`src/rtl/decode68k_ws_if.sv`:
```
// 68000 bus bundle between the main CPU core and the Alpha68k address decoder.
// nBERR is present only when DECODE68K_BERR_EN is defined.
interface decode68k_ws_if #(
    parameter int unsigned ADDR_W   = 22,
    parameter int unsigned SEL_BITS = 3
);
    localparam int unsigned NUM_REGIONS = 2 ** SEL_BITS;

    logic                   nAS;
    logic                   nUDS;
    logic                   nLDS;
    logic                   M68K_RW;
    logic [ADDR_W-1:0]      M68K_ADDR;
    logic [NUM_REGIONS-1:0] nREGION_SEL;
    logic                   nRD_U;
    logic                   nRD_L;
    logic                   nWR_U;
    logic                   nWR_L;
    logic                   nDTACK;
    logic                   nWD_RESET;
`ifdef DECODE68K_BERR_EN
    logic                   nBERR;

    modport master (
        output nAS, nUDS, nLDS, M68K_RW, M68K_ADDR,
        input  nREGION_SEL, nRD_U, nRD_L, nWR_U, nWR_L, nDTACK, nWD_RESET, nBERR
    );
    modport slave (
        input  nAS, nUDS, nLDS, M68K_RW, M68K_ADDR,
        output nREGION_SEL, nRD_U, nRD_L, nWR_U, nWR_L, nDTACK, nWD_RESET, nBERR
    );
`else
    modport master (
        output nAS, nUDS, nLDS, M68K_RW, M68K_ADDR,
        input  nREGION_SEL, nRD_U, nRD_L, nWR_U, nWR_L, nDTACK, nWD_RESET
    );
    modport slave (
        input  nAS, nUDS, nLDS, M68K_RW, M68K_ADDR,
        output nREGION_SEL, nRD_U, nRD_L, nWR_U, nWR_L, nDTACK, nWD_RESET
    );
`endif
endinterface

```
`src/rtl/decode68k_ws.sv`:
```
// Alpha68k main-CPU address decoder: region select, lane strobes, wait-state nDTACK and watchdog.
// Optional bus error on unmapped regions with DECODE68K_BERR_EN.
module decode68k_ws #(
    parameter int unsigned ADDR_W    = 22,
    parameter int unsigned SEL_BITS  = 3,
    parameter int unsigned WS_W      = 3,
    parameter logic [(2**SEL_BITS)*WS_W-1:0] WS_TABLE = '0,
    parameter int unsigned WD_REGION = 0,
    parameter int unsigned WD_SUB_LO = 15,
    parameter int unsigned WD_SUB_W  = 3,
    parameter int unsigned WD_SUB    = 5,
    parameter int unsigned WD_W      = 20,
    parameter logic [WD_W-1:0] WD_LIMIT = 20'hFFFFF,
    parameter int unsigned WD_PULSE  = 16,
    parameter logic [(2**SEL_BITS)-1:0] UNMAPPED = '0
) (
    input logic           CLK,
    input logic           nRESET,
    decode68k_ws_if.slave bus
);
    localparam int unsigned NUM_REGIONS = 2 ** SEL_BITS;
    localparam int unsigned PULSE_W     = (WD_PULSE < 1) ? 1 : $clog2(WD_PULSE + 1);

    typedef enum logic [1:0] {IDLE, WAIT, ACK, BERR} state_t;

    state_t                 state, stateNext;
    logic [SEL_BITS-1:0]    region, regionNext, addrRegion;
    logic [WD_SUB_W-1:0]    sub, subNext;
    logic                   rw, rwNext;
    logic [WS_W-1:0]        waitCnt, waitNext, wsEntry;
    logic                   armed, armedNext;
    logic                   berrHit, laneOn, kick;
    logic [NUM_REGIONS-1:0] selQ, selNext;
    logic                   rdUQ, rdLQ, wrUQ, wrLQ, dtackQ;
    logic                   rdUNext, rdLNext, wrUNext, wrLNext, dtackNext;
    logic [WD_W-1:0]        wdCnt;
    logic [PULSE_W-1:0]     pulseCnt;
    logic                   nWdQ;
    logic                   unusedBits;

    assign addrRegion = bus.M68K_ADDR[ADDR_W-1 -: SEL_BITS];
    assign wsEntry    = WS_TABLE[32'(addrRegion)*WS_W +: WS_W];
    assign unusedBits = ^{bus.M68K_ADDR, UNMAPPED};

`ifdef DECODE68K_BERR_EN
    logic berrQ;
    assign berrHit   = UNMAPPED[addrRegion];
    assign bus.nBERR = berrQ;
`else
    assign berrHit   = 1'b0;
`endif

    // Next-state and next-output logic; armed records that nAS has been high since the last decode.
    always_comb begin
        stateNext  = state;
        regionNext = region;
        subNext    = sub;
        rwNext     = rw;
        waitNext   = waitCnt;
        armedNext  = armed | bus.nAS;
        case (state)
            IDLE: begin
                if (armed && !bus.nAS && (!bus.nUDS || !bus.nLDS)) begin
                    regionNext = addrRegion;
                    subNext    = bus.M68K_ADDR[WD_SUB_LO +: WD_SUB_W];
                    rwNext     = bus.M68K_RW;
                    waitNext   = wsEntry;
                    armedNext  = 1'b0;
                    if (berrHit)                    stateNext = BERR;
                    else if (wsEntry != WS_W'(0))   stateNext = WAIT;
                    else                            stateNext = ACK;
                end
            end
            WAIT: begin
                waitNext = waitCnt - WS_W'(1);
                if (bus.nAS)                        stateNext = IDLE;
                else if (waitCnt == WS_W'(1))       stateNext = ACK;
            end
            ACK:     if (bus.nAS) stateNext = IDLE;
            BERR:    if (bus.nAS) stateNext = IDLE;
            default: stateNext = IDLE;
        endcase

        laneOn    = (stateNext == WAIT) || (stateNext == ACK);
        selNext   = (stateNext != IDLE) ? ~(NUM_REGIONS'(1) << regionNext) : '1;
        rdUNext   = ~(laneOn &  rwNext & ~bus.nUDS);
        rdLNext   = ~(laneOn &  rwNext & ~bus.nLDS);
        wrUNext   = ~(laneOn & ~rwNext & ~bus.nUDS);
        wrLNext   = ~(laneOn & ~rwNext & ~bus.nLDS);
        dtackNext = (stateNext != ACK);
        kick      = (stateNext == ACK) && (state != ACK) &&
                    (regionNext == SEL_BITS'(WD_REGION)) && (subNext == WD_SUB_W'(WD_SUB));
    end

    // FSM state, latched cycle attributes and registered bus outputs.
    always_ff @(posedge CLK) begin
        if (!nRESET) begin
            state   <= IDLE;
            region  <= '0;
            sub     <= '0;
            rw      <= 1'b1;
            waitCnt <= '0;
            armed   <= 1'b0;
            selQ    <= '1;
            rdUQ    <= 1'b1;
            rdLQ    <= 1'b1;
            wrUQ    <= 1'b1;
            wrLQ    <= 1'b1;
            dtackQ  <= 1'b1;
        end else begin
            state   <= stateNext;
            region  <= regionNext;
            sub     <= subNext;
            rw      <= rwNext;
            waitCnt <= waitNext;
            armed   <= armedNext;
            selQ    <= selNext;
            rdUQ    <= rdUNext;
            rdLQ    <= rdLNext;
            wrUQ    <= wrUNext;
            wrLQ    <= wrLNext;
            dtackQ  <= dtackNext;
        end
    end

`ifdef DECODE68K_BERR_EN
    always_ff @(posedge CLK) begin
        if (!nRESET) berrQ <= 1'b1;
        else         berrQ <= (stateNext != BERR);
    end
`endif

    // Watchdog: a kick beats the limit; counter is held at zero for the whole reset pulse.
    always_ff @(posedge CLK) begin
        if (!nRESET) begin
            wdCnt    <= '0;
            pulseCnt <= '0;
            nWdQ     <= 1'b1;
        end else if (!nWdQ) begin
            wdCnt <= '0;
            if (pulseCnt <= PULSE_W'(1)) begin
                nWdQ     <= 1'b1;
                pulseCnt <= '0;
            end else begin
                pulseCnt <= pulseCnt - PULSE_W'(1);
            end
        end else if (kick) begin
            wdCnt <= '0;
        end else if (wdCnt == WD_LIMIT) begin
            wdCnt    <= '0;
            nWdQ     <= 1'b0;
            pulseCnt <= PULSE_W'(WD_PULSE);
        end else begin
            wdCnt <= wdCnt + WD_W'(1);
        end
    end

    assign bus.nREGION_SEL = selQ;
    assign bus.nRD_U       = rdUQ;
    assign bus.nRD_L       = rdLQ;
    assign bus.nWR_U       = wrUQ;
    assign bus.nWR_L       = wrLQ;
    assign bus.nDTACK      = dtackQ;
    assign bus.nWD_RESET   = nWdQ;
endmodule

```
`src/flat_wrapper.sv`:
```
// flat-port wrapper written by rule: the top's interface ports become plain ports
module decode68k_ws_flat 
#(
    parameter int unsigned ADDR_W    = 22,
    parameter int unsigned SEL_BITS  = 3,
    parameter int unsigned WS_W      = 3,
    parameter logic [(2**SEL_BITS)*WS_W-1:0] WS_TABLE = '0,
    parameter int unsigned WD_REGION = 0,
    parameter int unsigned WD_SUB_LO = 15,
    parameter int unsigned WD_SUB_W  = 3,
    parameter int unsigned WD_SUB    = 5,
    parameter int unsigned WD_W      = 20,
    parameter logic [WD_W-1:0] WD_LIMIT = 20'hFFFFF,
    parameter int unsigned WD_PULSE  = 16,
    parameter logic [(2**SEL_BITS)-1:0] UNMAPPED = '0
)
  (CLK, nRESET, bus_nAS, bus_nUDS, bus_nLDS, bus_M68K_RW, bus_M68K_ADDR, bus_nREGION_SEL, bus_nRD_U, bus_nRD_L, bus_nWR_U, bus_nWR_L, bus_nDTACK, bus_nWD_RESET);
  decode68k_ws_if #(.ADDR_W(ADDR_W), .SEL_BITS(SEL_BITS)) bus_i ();
  input logic CLK;
  input logic nRESET;
  input wire logic [$bits(bus_i.nAS)-1:0] bus_nAS;
  input wire logic [$bits(bus_i.nUDS)-1:0] bus_nUDS;
  input wire logic [$bits(bus_i.nLDS)-1:0] bus_nLDS;
  input wire logic [$bits(bus_i.M68K_RW)-1:0] bus_M68K_RW;
  input wire logic [$bits(bus_i.M68K_ADDR)-1:0] bus_M68K_ADDR;
  output wire logic [$bits(bus_i.nREGION_SEL)-1:0] bus_nREGION_SEL;
  output wire logic [$bits(bus_i.nRD_U)-1:0] bus_nRD_U;
  output wire logic [$bits(bus_i.nRD_L)-1:0] bus_nRD_L;
  output wire logic [$bits(bus_i.nWR_U)-1:0] bus_nWR_U;
  output wire logic [$bits(bus_i.nWR_L)-1:0] bus_nWR_L;
  output wire logic [$bits(bus_i.nDTACK)-1:0] bus_nDTACK;
  output wire logic [$bits(bus_i.nWD_RESET)-1:0] bus_nWD_RESET;
  assign bus_i.nAS = bus_nAS;
  assign bus_i.nUDS = bus_nUDS;
  assign bus_i.nLDS = bus_nLDS;
  assign bus_i.M68K_RW = bus_M68K_RW;
  assign bus_i.M68K_ADDR = bus_M68K_ADDR;
  assign bus_nREGION_SEL = bus_i.nREGION_SEL;
  assign bus_nRD_U = bus_i.nRD_U;
  assign bus_nRD_L = bus_i.nRD_L;
  assign bus_nWR_U = bus_i.nWR_U;
  assign bus_nWR_L = bus_i.nWR_L;
  assign bus_nDTACK = bus_i.nDTACK;
  assign bus_nWD_RESET = bus_i.nWD_RESET;
  decode68k_ws #(.ADDR_W(ADDR_W), .SEL_BITS(SEL_BITS), .WS_W(WS_W), .WS_TABLE(WS_TABLE), .WD_REGION(WD_REGION), .WD_SUB_LO(WD_SUB_LO), .WD_SUB_W(WD_SUB_W), .WD_SUB(WD_SUB), .WD_W(WD_W), .WD_LIMIT(WD_LIMIT), .WD_PULSE(WD_PULSE), .UNMAPPED(UNMAPPED)) u_core (.CLK(CLK), .nRESET(nRESET), .bus(bus_i));
endmodule
```
`config.mk`:
```
export PLATFORM = sky130hd
export DESIGN_NAME = decode68k_ws_flat
export DESIGN_NICKNAME = d
export VERILOG_FILES = /design/src/rtl/decode68k_ws_if.sv /design/src/rtl/decode68k_ws.sv /design/src/flat_wrapper.sv
export SDC_FILE = /design/constraint.sdc
export NUM_CORES = 1
export LEC_CHECK = 0
export ABC_AREA = 1
export BUFFER_PORTS_ARGS = -buffer_cell sky130_fd_sc_hd__buf_2
export CAP_MARGIN = 30
export CORE_UTILIZATION = 47
export CTS_CLUSTER_SIZE = 8
export DETAILED_ROUTE_END_ITERATION = 12
export PLACE_DENSITY = 0.69
export SKIP_CTS_REPAIR_TIMING = 1
export SYNTH_ARGS = -nofsm -noshare
export SYNTH_HDL_FRONTEND = slang
export SYNTH_SLANG_ARGS = --single-unit
export TNS_END_PERCENT = 5
```
`constraint.sdc`:
```
create_clock -name CLK -period 2.24 [get_ports CLK]
set_clock_uncertainty 0.1 [all_clocks]
set_input_delay 0.336 -clock CLK [delete_from_list [all_inputs] [get_ports CLK]]
set_output_delay 0.336 -clock CLK [all_outputs]
set_load 0.03 [all_outputs]
```
==> results of run 1 <==
[through the flow]
| stage | util, % | instance area [um^2] | std cells | setup slack (ps) |
|---|---|---|---|---|
| finish | 58.3 | 2810 | 416 | 101 |
| global route | 58.3 | 2810 | 416 | -11.0 |
| CTS | 57.5 | 2770 | 414 | 117 |
| detailed placement | 55.2 | 2660 | 406 | 139 |
| global placement | 55.2 | 2660 | 406 | 155 |
| floorplan | - | 2400 | 310 | 238 |
[cell usage after synthesis, drive strengths merged]
cell type,instances,area (um^2)
nand2,64,265
nor2,53,246
dfxtp,52,1040
inv,50,188
a21oi,16,103
nand3,16,92.6
nand4,9,71.3
xor2,9,78.8
nor3,8,55.1
o21ai,8,40.0
ha,7,87.6
xnor2,5,43.8
buf,3,27.5
or2,3,18.8
clkbuf,2,7.51
a21boi,1,7.51
a311o,1,10.0
and3,1,6.26
nor3b,1,7.51
nor4,1,6.26
[power groups by stage]
stage / sequential [mW] / combinational [mW] / clock (mW)
after global placement: 0.968 / 0.125 / 0
after floorplan: 0.974 / 0.0800 / 0
after CTS: 0.948 / 0.128 / 0.670
after detailed placement: 0.969 / 0.128 / 0
final: 0.947 / 0.135 / 0.651
after global routing: 0.950 / 0.151 / 0.701
[how the worst max path moves through the flow]
stage / startpoint / to / cells past startpoint
final: u_core.waitCnt[1] / u_core.wdCnt[8] / 11
after detailed placement: u_core.waitCnt[1] / u_core.wdCnt[5] / 14
after CTS: u_core.waitCnt[1] / u_core.wdCnt[8] / 11
after floorplan: bus_nUDS / u_core.wdCnt[19] / 13
after global placement: bus_nAS / u_core.wdCnt[15] / 14
after global routing: u_core.waitCnt[1] / u_core.wdCnt[8] / 11
[kinds of logic after synthesis]
| logic type | count (synthesis) | share of synthesized area (%) |
|---|---|---|
| simple gates | 156 | 32.0 |
| fa+ha+maj | 7 | 3.64 |
| compound gates | 26 | 6.66 |
| flops | 52 | 43.3 |
| buf+inv | 55 | 9.27 |
| xor+xnor | 14 | 5.10 |
[registers in the layout, summed over array words and instances (netlist names), 2 cells and up]
name	flops
u_core.waitCnt	3
u_core.pulseCnt	5
u_core.region	3
u_core.wdCnt	20
u_core.state	2
u_core.bus.nREGION_SEL	8
u_core.sub	3
[per-layer routing]
| layer | wire [um] | share of wire [%] |
|---|---|---|
| met1 | 1890 | 46 |
| met5 | 0 | 0 |
| met4 | 81 | 2.0 |
| met3 | 93 | 2.3 |
| met2 | 2030 | 50 |
[critical path: cells and delay by family, from the launching register on]
kind | cells | cell delay [ps]
buffers and inverters | 2 | 280
AND/OR/NAND/NOR | 4 | 360
AO/OA/AOI/OAI | 3 | 590
flip-flops | 1 | 340
adder cells (fa/ha/maj) | 2 | 400
[final cells by class]
cell class / count / area, um^2 / area share (%)
clock buffer: 6 / 72.6 / 2.58
clock inverter: 2 / 38.8 / 1.38
inverter: 50 / 188 / 6.68
multi-input combinational: 203 / 1140 / 40.7
sequential: 52 / 1040 / 37.1
tap: 67 / 83.8 / 2.99
timing repair buffer: 36 / 241 / 8.60
[cells in the final DEF (no fill, tap or decap), types with 3 or more instances in the layout]
master    Yosys  layout
nor2_2        7       7
nor3_2        3       3
buf_2         1      25
or2_2         3       3
nand4_1       8       8
xor2_1        9       9
inv_2         4       4
nor2_1       42      42
o21ai_0       6       6
a21oi_1      10      10
nand2_1      56      56
a21oi_2       6       6
ha_1          7       6
nand3_1      15      15
inv_1        46      46
buf_4         0       8
nand2_2       7       7
nor3_1        5       5
nor2_4        4       4
clkbuf_8      0       5
dfxtp_1      52      52
xnor2_1       5       5
==> results.toml, run 1 <==
[timing]
tns_ps = 0
post-route-min-period_ps = 2140
setup_viol = 0
tightest_slew_ps = 476
hold_slack_ps = 140
rsz0062_at_grt = "yes"
relSlewSlack_pct = 68.0
hold_viol_final = 0
min_period_over_period_pct = 95.5
drv_slew = 0
fmax_mhz = 468

[synth]
synthCells = 310
seq_area_frac_synth_pct = 43.3
synth_warnings = 0
synth_cell_types = 31
syn_avg_cell_area_um2 = 7.75
syn_nets = 345
synth_area_um2 = 2400
ys_ff_latch = 52

[floorplanning]
die_h_um = 73.5
rows = 25
dieArea_um2 = 5400
coreArea_um2 = 4820
start_util_pct = 49.9
boundaryPins = 42
dieWidth_um = 73.5

[critical_path]
regToRegSetupSlack_ps = 100
r2r-start = "u_core.waitCnt[1]"
crit_slowest_cell = "a311o_1"
worstPathRequired_ps = 2390
path_max_fanout = 5
critPathKind = "flip-flop to flip-flop"
crit_path_end_kind = "flip-flop"
cp_slowest_stage_delay_ps = 380
critPathArrivalTime_ps = 2290
crit_path_start_kind = "flip-flop"
worstPathCellList = "inv_1 -> ha_1 -> a311o_1 -> ha_2 -> a21boi_1 -> nand3_1 -> nor2_2 -> nand2_2 -> nand4_4 -> clkbuf_16 -> a21oi_2"
r2r-end = "u_core.wdCnt[8]"
r2r_cells = 11

[global_routing]
met1_usage_pct = 19.6
grt_max_degree = 21
grt_use_met2_pct = 28.4
grt_pass1_wl_mm = 6.89
grt_pass1_vias = 1669
gr-total-overflow = 0
grtUsageTotal_pct = 16.8
antenna_found_initial = 0
use_met3_pct = 4.12
top_usage_layer = "met2"

[power_and_ir_drop]
p_comb_share_pct = 7.8
clkPwrFrac_pct = 37.6
swShare_pct = 23.1
cell_internal_pwr_mw = 1.33
pwr-share-seq_pct = 54.7
powerDensity_nw_per_um2 = 617
power.leakage_nw = 1.10
finalPower_mw = 1.73
vdd_drop_max_uv = 346
p_sw_mw = 0.401

[final_layout]
syn_to_final_growth_pct = 16.8
nets = 383
drive_gt1_share_pct = 23.2
diodes = 0
nFillCells = 482

[clocking]
clk_path_buf_depth = 2
cts_buffers = 5
htree_num_levels = 2
cts_tree = "built"
insertion_delay_ps = 310
ctsRootBufferMaster = "clkbuf_8"
cts_num_sinks = 52
path_clk_slew_ps = 90

[min_path]
hold_depth = 3
hp-class = "input pin to flip-flop"
worstHoldStart = "bus_nUDS"
hold_path_end = "u_core.bus.nRD_U"

[status]
status = "finished, final reports clean"

[placed_design]
place_congestion = 0.793
portBuffers = 25
dp_hpwl_mm = 3.07

[route]
totalWireLength_mm = 4.09
routedWlPerCell_um = 9.84
drc = 0
ant_nets = 0
vias_per_cell = 4.63
vias = 1926
drt_iter0_drc = 56
dr.pass1.iters = 4

[flow_run]
max_cap_violations = 0
(Power assumes the default switching activity.)
==> run 2, diff against run 1 <==
--- a/config.mk
+++ b/config.mk
@@ -5,7 +5,6 @@
 export SDC_FILE = /design/constraint.sdc
 export NUM_CORES = 1
 export LEC_CHECK = 0
-export ABC_AREA = 1
 export BUFFER_PORTS_ARGS = -buffer_cell sky130_fd_sc_hd__buf_2
 export CAP_MARGIN = 30
 export CORE_UTILIZATION = 47
==> results.toml, run 2 <==
[synth]
syn_avg_cell_area_um2 = 8.77
synthFlopType = "dfxtp_1"
synth.top_cell.area_share_pct = 46.6
synth_cell_types = 42
synthCells = 255
synthMostInstantiatedCell = "dfxtp_1"
syn_nets = 290
synth_area_um2 = 2240
synthTopCellsByArea = "dfxtp_1 (47%), nor2_1 (6.4%), nand2_1 (6.0%)"
synthArstFlopShare_pct = 0
synth_common_cells = "dfxtp_1 (52), nor2_1 (38), nand2_1 (36)"
synth_edf_count = 0
ys_ff_latch = 52
synth_top_area_cell = "dfxtp_1"
seq_area_frac_synth_pct = 46.6
synth_warnings = 0

[final_layout]
regMostFlops = "u_core.wdCnt"
syn_to_final_growth_pct = 17.2
final_cell_mix = "dfxtp_1 (52), nor2_1 (37), nand2_1 (36)"
final_common_cell = "dfxtp_1"
fin_area_um2 = 2620
diodes = 0
nFillCells = 398
nets = 329
drive_gt1_share_pct = 19.7
instances_no_fill = 347
largest_reg_flops = 20

[clocking]
cts_tree = "built"
htree_num_levels = 2
cts_buffers = 5
clk_path_buf_depth = 2
ctsRootBufferMaster = "clkbuf_8"
cts_num_sinks = 52
path_clk_slew_ps = 90
insertion_delay_ps = 300

[timing]
tns_ps = 0
rsz0062_at_grt = "no"
fmax_mhz = 481
hold_viol_final = 0
fin_ws_ps = 162
min_period_over_period_pct = 92.8
drv_slew = 0
relSlewSlack_pct = 68.2
tightest_slew_ps = 473
post-route-min-period_ps = 2080
setup_viol = 0

[critical_path]
r2r-start = "u_core.state[1]"
cp_slowest_stage_delay_ps = 530
crit_path_start_kind = "flip-flop"
worstPathCellList = "or4b_4 -> a21oi_4 -> buf_4 -> mux2i_1 -> nor3b_1 -> buf_4 -> nand2_1"
path_delay_family = "simple AND/OR/NAND/NOR gates"
endpoint = "u_core.bus.nREGION_SEL[2]"
worstPathRequired_ps = 2320
crit_buf_inv = 2
critPathKind = "flip-flop to flip-flop"
crit_start = "u_core.state[1]"
r2r_cells = 7
path_max_fanout = 9
crit_slowest_cell = "or4b_4"
r2r-end = "u_core.bus.nREGION_SEL[2]"
crit_path_end_kind = "flip-flop"
crit_top_cell = "buf_4"
regToRegSetupSlack_ps = 160
worst-path-stages = 7
critPathArrivalTime_ps = 2160

[placed_design]
place_congestion = 0.825
dp_hpwl_mm = 2.96
dp.cells = 339
dpl_cell_area_um2 = 2510
portBuffers = 25
pre_cts_ws_ps = 1.56

[global_routing]
gr-total-overflow = 0
grt_max_degree = 18
grt_use_met2_pct = 26.0
antenna_found_initial = 0
grt_pass1_wl_mm = 6.63
use_met3_pct = 4.42
grt_pass1_vias = 1536
grtUsageTotal_pct = 16.5
top_usage_layer = "met2"
met1_usage_pct = 22.7

[route]
drc = 4
ant_nets = 0
vias = 1767
drt_iter0_drc = 69
dr.pass1.iters = 9
vias_per_cell = 5.09
routedWlPerCell_um = 11.5
totalWireLength_mm = 3.99

[min_path]
hp-class = "input pin to flip-flop"
hold_depth = 3

[power_and_ir_drop]
finalPower_mw = 1.69
power.leakage_nw = 0.970
powerDensity_nw_per_um2 = 646
vdd_drop_max_uv = 296

[floorplanning]
rows = 24
boundaryPins = 42
dieWidth_um = 71.0
die_h_um = 71.0
dieArea_um2 = 5040
start_util_pct = 50.0
coreArea_um2 = 4470

[status]
status = "complete, but fails checks"
violations = "DRC"

[flow_run]
max_cap_violations = 0
==> run 2: changes by cell type in the layout (fill, tap and decap cells not counted), moves of 6 or more <==
cell / delta
a21oi_2: -6
inv_1: -32
nand2_1: -20
nand2_2: -7
nand2b_1: +6
nor2_2: -6
==> run 2: area by class of cell <==
type / count / area (um^2) / share of cell area, %
multi-input combinational: 183 / 1120 / 42.7
sequential: 52 / 1040 / 39.7
timing repair buffer: 38 / 235 / 8.98
clock buffer: 6 / 72.6 / 2.77
tap: 52 / 65.1 / 2.48
inverter: 14 / 52.6 / 2.01
clock inverter: 2 / 35.0 / 1.34
==> run 2: how the worst min path moves through the flow <==
stage | startpoint | to
3_5_place_dp | u_core.sub[0] | u_core.sub[0]
3_3_place_gp | u_core.sub[0] | u_core.sub[0]
4_1_cts | bus_M68K_ADDR[17] | u_core.sub[2]
5_1_grt | bus_M68K_ADDR[15] | u_core.sub[0]
2_1_floorplan | u_core.wdCnt[0] | u_core.wdCnt[0]
6_report | bus_M68K_ADDR[17] | u_core.sub[2]
==> run 2: tightest hold or removal path: cells and delay by family <==
kind            cells  cell delay [ps]
buf+inv             1              100
simple gates        1               50
compound gates      1               50
==> run 2: report_power, final <==
group / switching [mW] / internal [mW]
sequential: 0.0104 / 0.938
combinational: 0.0632 / 0.0476
clock: 0.301 / 0.332
total: 0.374 / 1.32
==> run 2: logic make-up after synthesis <==
group,after synthesis,synth area share (%)
AOI/OAI and AO/OA,27,8.17
and+or+nand+nor,126,28.2
DFF,52,46.6
adders and majority gates,7,3.92
muxes,5,2.24
xor gates and xnor gates,18,7.05
buffers and inverters,20,3.86
==> run 2: metrics by stage <==
step	utilization (%)	hold WS, ps
2_1_floorplan	-	329
3_3_place_gp	56.2	341
3_5_place_dp	56.2	350
4_1_cts	58.6	169
5_1_grt	58.6	196
6_report	58.6	174
==> run 2: metal layers <==
| layer | part of all wire, % | vias to the layer above |
|---|---|---|
| li1 | - | 933 |
| met1 | 52 | 794 |
| met2 | 44 | 36 |
| met3 | 3.9 | 4 |
| met4 | 0.68 | 0 |
| met5 | 0 | - |
==> run 3, diff against run 2 <==
--- a/config.mk
+++ b/config.mk
@@ -5,12 +5,13 @@
 export SDC_FILE = /design/constraint.sdc
 export NUM_CORES = 1
 export LEC_CHECK = 0
-export BUFFER_PORTS_ARGS = -buffer_cell sky130_fd_sc_hd__buf_2
+export BUFFER_PORTS_ARGS = -buffer_cell sky130_fd_sc_hd__buf_4
 export CAP_MARGIN = 30
 export CORE_UTILIZATION = 47
 export CTS_CLUSTER_SIZE = 8
 export DETAILED_ROUTE_END_ITERATION = 12
 export PLACE_DENSITY = 0.69
+export SETUP_SLACK_MARGIN = 0.5
 export SKIP_CTS_REPAIR_TIMING = 1
 export SYNTH_ARGS = -nofsm -noshare
 export SYNTH_HDL_FRONTEND = slang
==> constraint.sdc (replaced) <==
create_clock -name CLK -period 2.3 [get_ports CLK]
set_clock_uncertainty 0.1 [all_clocks]
set_input_delay 0.345 -clock CLK [delete_from_list [all_inputs] [get_ports CLK]]
set_output_delay 0.345 -clock CLK [all_outputs]
set_load 0.03 [all_outputs]
==> results.toml, run 3 (synthesis results as in run 2) <==
[status]
violations = "DRC"
status = "complete, but fails checks"

[global_routing]
grt_pass1_vias = 1640
grt_pass1_wl_mm = 7.18
gr-total-overflow = 0
grtUsageTotal_pct = 18.1
grt_max_degree = 19
antenna_found_initial = 0

[timing]
fmax_mhz = 482
drv_slew = 0
hold_viol_final = 0
setup_viol = 0
post-route-min-period_ps = 2080
tightest_slew_ps = 473
tns_ps = 0
min_period_over_period_pct = 90.2
rsz0062_at_grt = "yes"
fin_ws_ps = 224
relSlewSlack_pct = 68.2

[final_layout]
nFillCells = 370
final_cell_mix = "dfxtp_1 (50), buf_4 (38), nor2_1 (37)"
drive_gt1_share_pct = 23.2
fin_area_um2 = 2740
diodes = 0
multi_input_area_um2 = 1170
final_common_cell = "dfxtp_1"
instances_no_fill = 349
seqCellArea_um2 = 1040
largest_reg_flops = 20
syn_to_final_growth_pct = 22.7
regMostFlops = "u_core.wdCnt"
final_util_pct = 61.3
nets = 331

[clocking]
clk_path_buf_depth = 2
htree_num_levels = 2
ctsRootBufferMaster = "clkbuf_8"
cts_tree = "built"
path_clk_slew_ps = 100
cts_num_sinks = 52
insertion_delay_ps = 310
cts_buffers = 5

[floorplanning]
die_h_um = 71.0
rows = 24
dieArea_um2 = 5040
boundaryPins = 42
dieWidth_um = 71.0
coreArea_um2 = 4470
start_util_pct = 50.0

[flow_run]
max_cap_violations = 0

[critical_path]
crit_buf_inv = 1
crit_path_end_kind = "flip-flop"
worstPathRequired_ps = 2440
crit_path_start_kind = "flip-flop"
r2r-start = "u_core.state[0]"
crit_start = "u_core.state[0]"
critPathArrivalTime_ps = 2220
crit_slowest_cell = "or4b_4"
cp_slowest_stage_delay_ps = 570
path_max_fanout = 5
path_delay_family = "compound AO/OA/AOI/OAI gates"
critPathKind = "flip-flop to flip-flop"
worstPathCellList = "or4b_4 -> a21oi_4 -> nor2_2 -> inv_2 -> ha_4 -> o221ai_4 -> a211o_1 -> mux2i_1"

[route]
vias = 1776
totalWireLength_mm = 4.19
ant_nets = 0
drt_iter0_drc = 54
vias_per_cell = 5.09
drc = 4
routedWlPerCell_um = 12.0
dr.pass1.iters = 10

[min_path]
hp-class = "input pin to flip-flop"
worstHoldStart = "bus_M68K_ADDR[16]"

[power_and_ir_drop]
power.leakage_nw = 1.01
powerDensity_nw_per_um2 = 579
vdd_drop_max_uv = 310

[placed_design]
dpl_cell_area_um2 = 2570
dp_hpwl_mm = 3.04
portBuffers = 25
place_congestion = 0.829
dp.cells = 339
pre_cts_ws_ps = 11.5
-- run 3: cell types whose count changed in the layout (fill, tap and decap cells not counted), sizes merged --
cell | before | now
inv | 14 | 16
buf | 38 | 40
bufinv | 1 | 0
clkbuf | 6 | 5
clkinvlp | 0 | 1
clkinv | 1 | 0
-- run 3: final timing paths --
kind,end,slack [ps],cells after the start
max,u_core.pulseCnt[0],220,8
min,u_core.sub[1],180,3
max reg2reg,u_core.pulseCnt[0],220,8
min reg2reg,u_core.sub[2],360,2
-- run 3: layout make-up --
cell class,instances,area share (%)
clock inverters,3,0.912
inverters,14,1.92
multi-input cells,183,42.7
clock buffers,5,2.51
repair buffers,40,11.5
well taps,52,2.37
flip-flops and latches,52,38.0
-- run 3: stage by stage --
| stage | hold WS (ps) | total power [mW] |
|---|---|---|
| floorplan | 329 | 1.01 |
| global placement | 340 | 1.06 |
| detailed placement | 352 | 1.06 |
| CTS | 169 | 1.60 |
| global route | 170 | 1.66 |
| finish | 177 | 1.59 |
-- run 3: power by group --
group	total [mW]	internal (mW)	switching (mW)
clock	0.543	0.222	0.321
sequential	0.924	0.914	0.00985
combinational	0.122	0.0581	0.0635
total	1.59	1.19	0.395
-- run 3: tightest hold or removal path, delay by kind of cell --
family | cells | cell delay (ps)
AOI/OAI and AO/OA | 1 | 50
buffers and inverters | 1 | 110
and+or+nand+nor | 1 | 50
-- run 3: layer usage --
metal | up-vias | routed length (um) | GRT usage (%)
li1 | 938 | - | -
met1 | 792 | 2080 | 24.0
met2 | 38 | 1850 | 28.2
met3 | 8 | 184 | 4.13
met4 | 0 | 73 | 8.00
met5 | - | 0 | 0
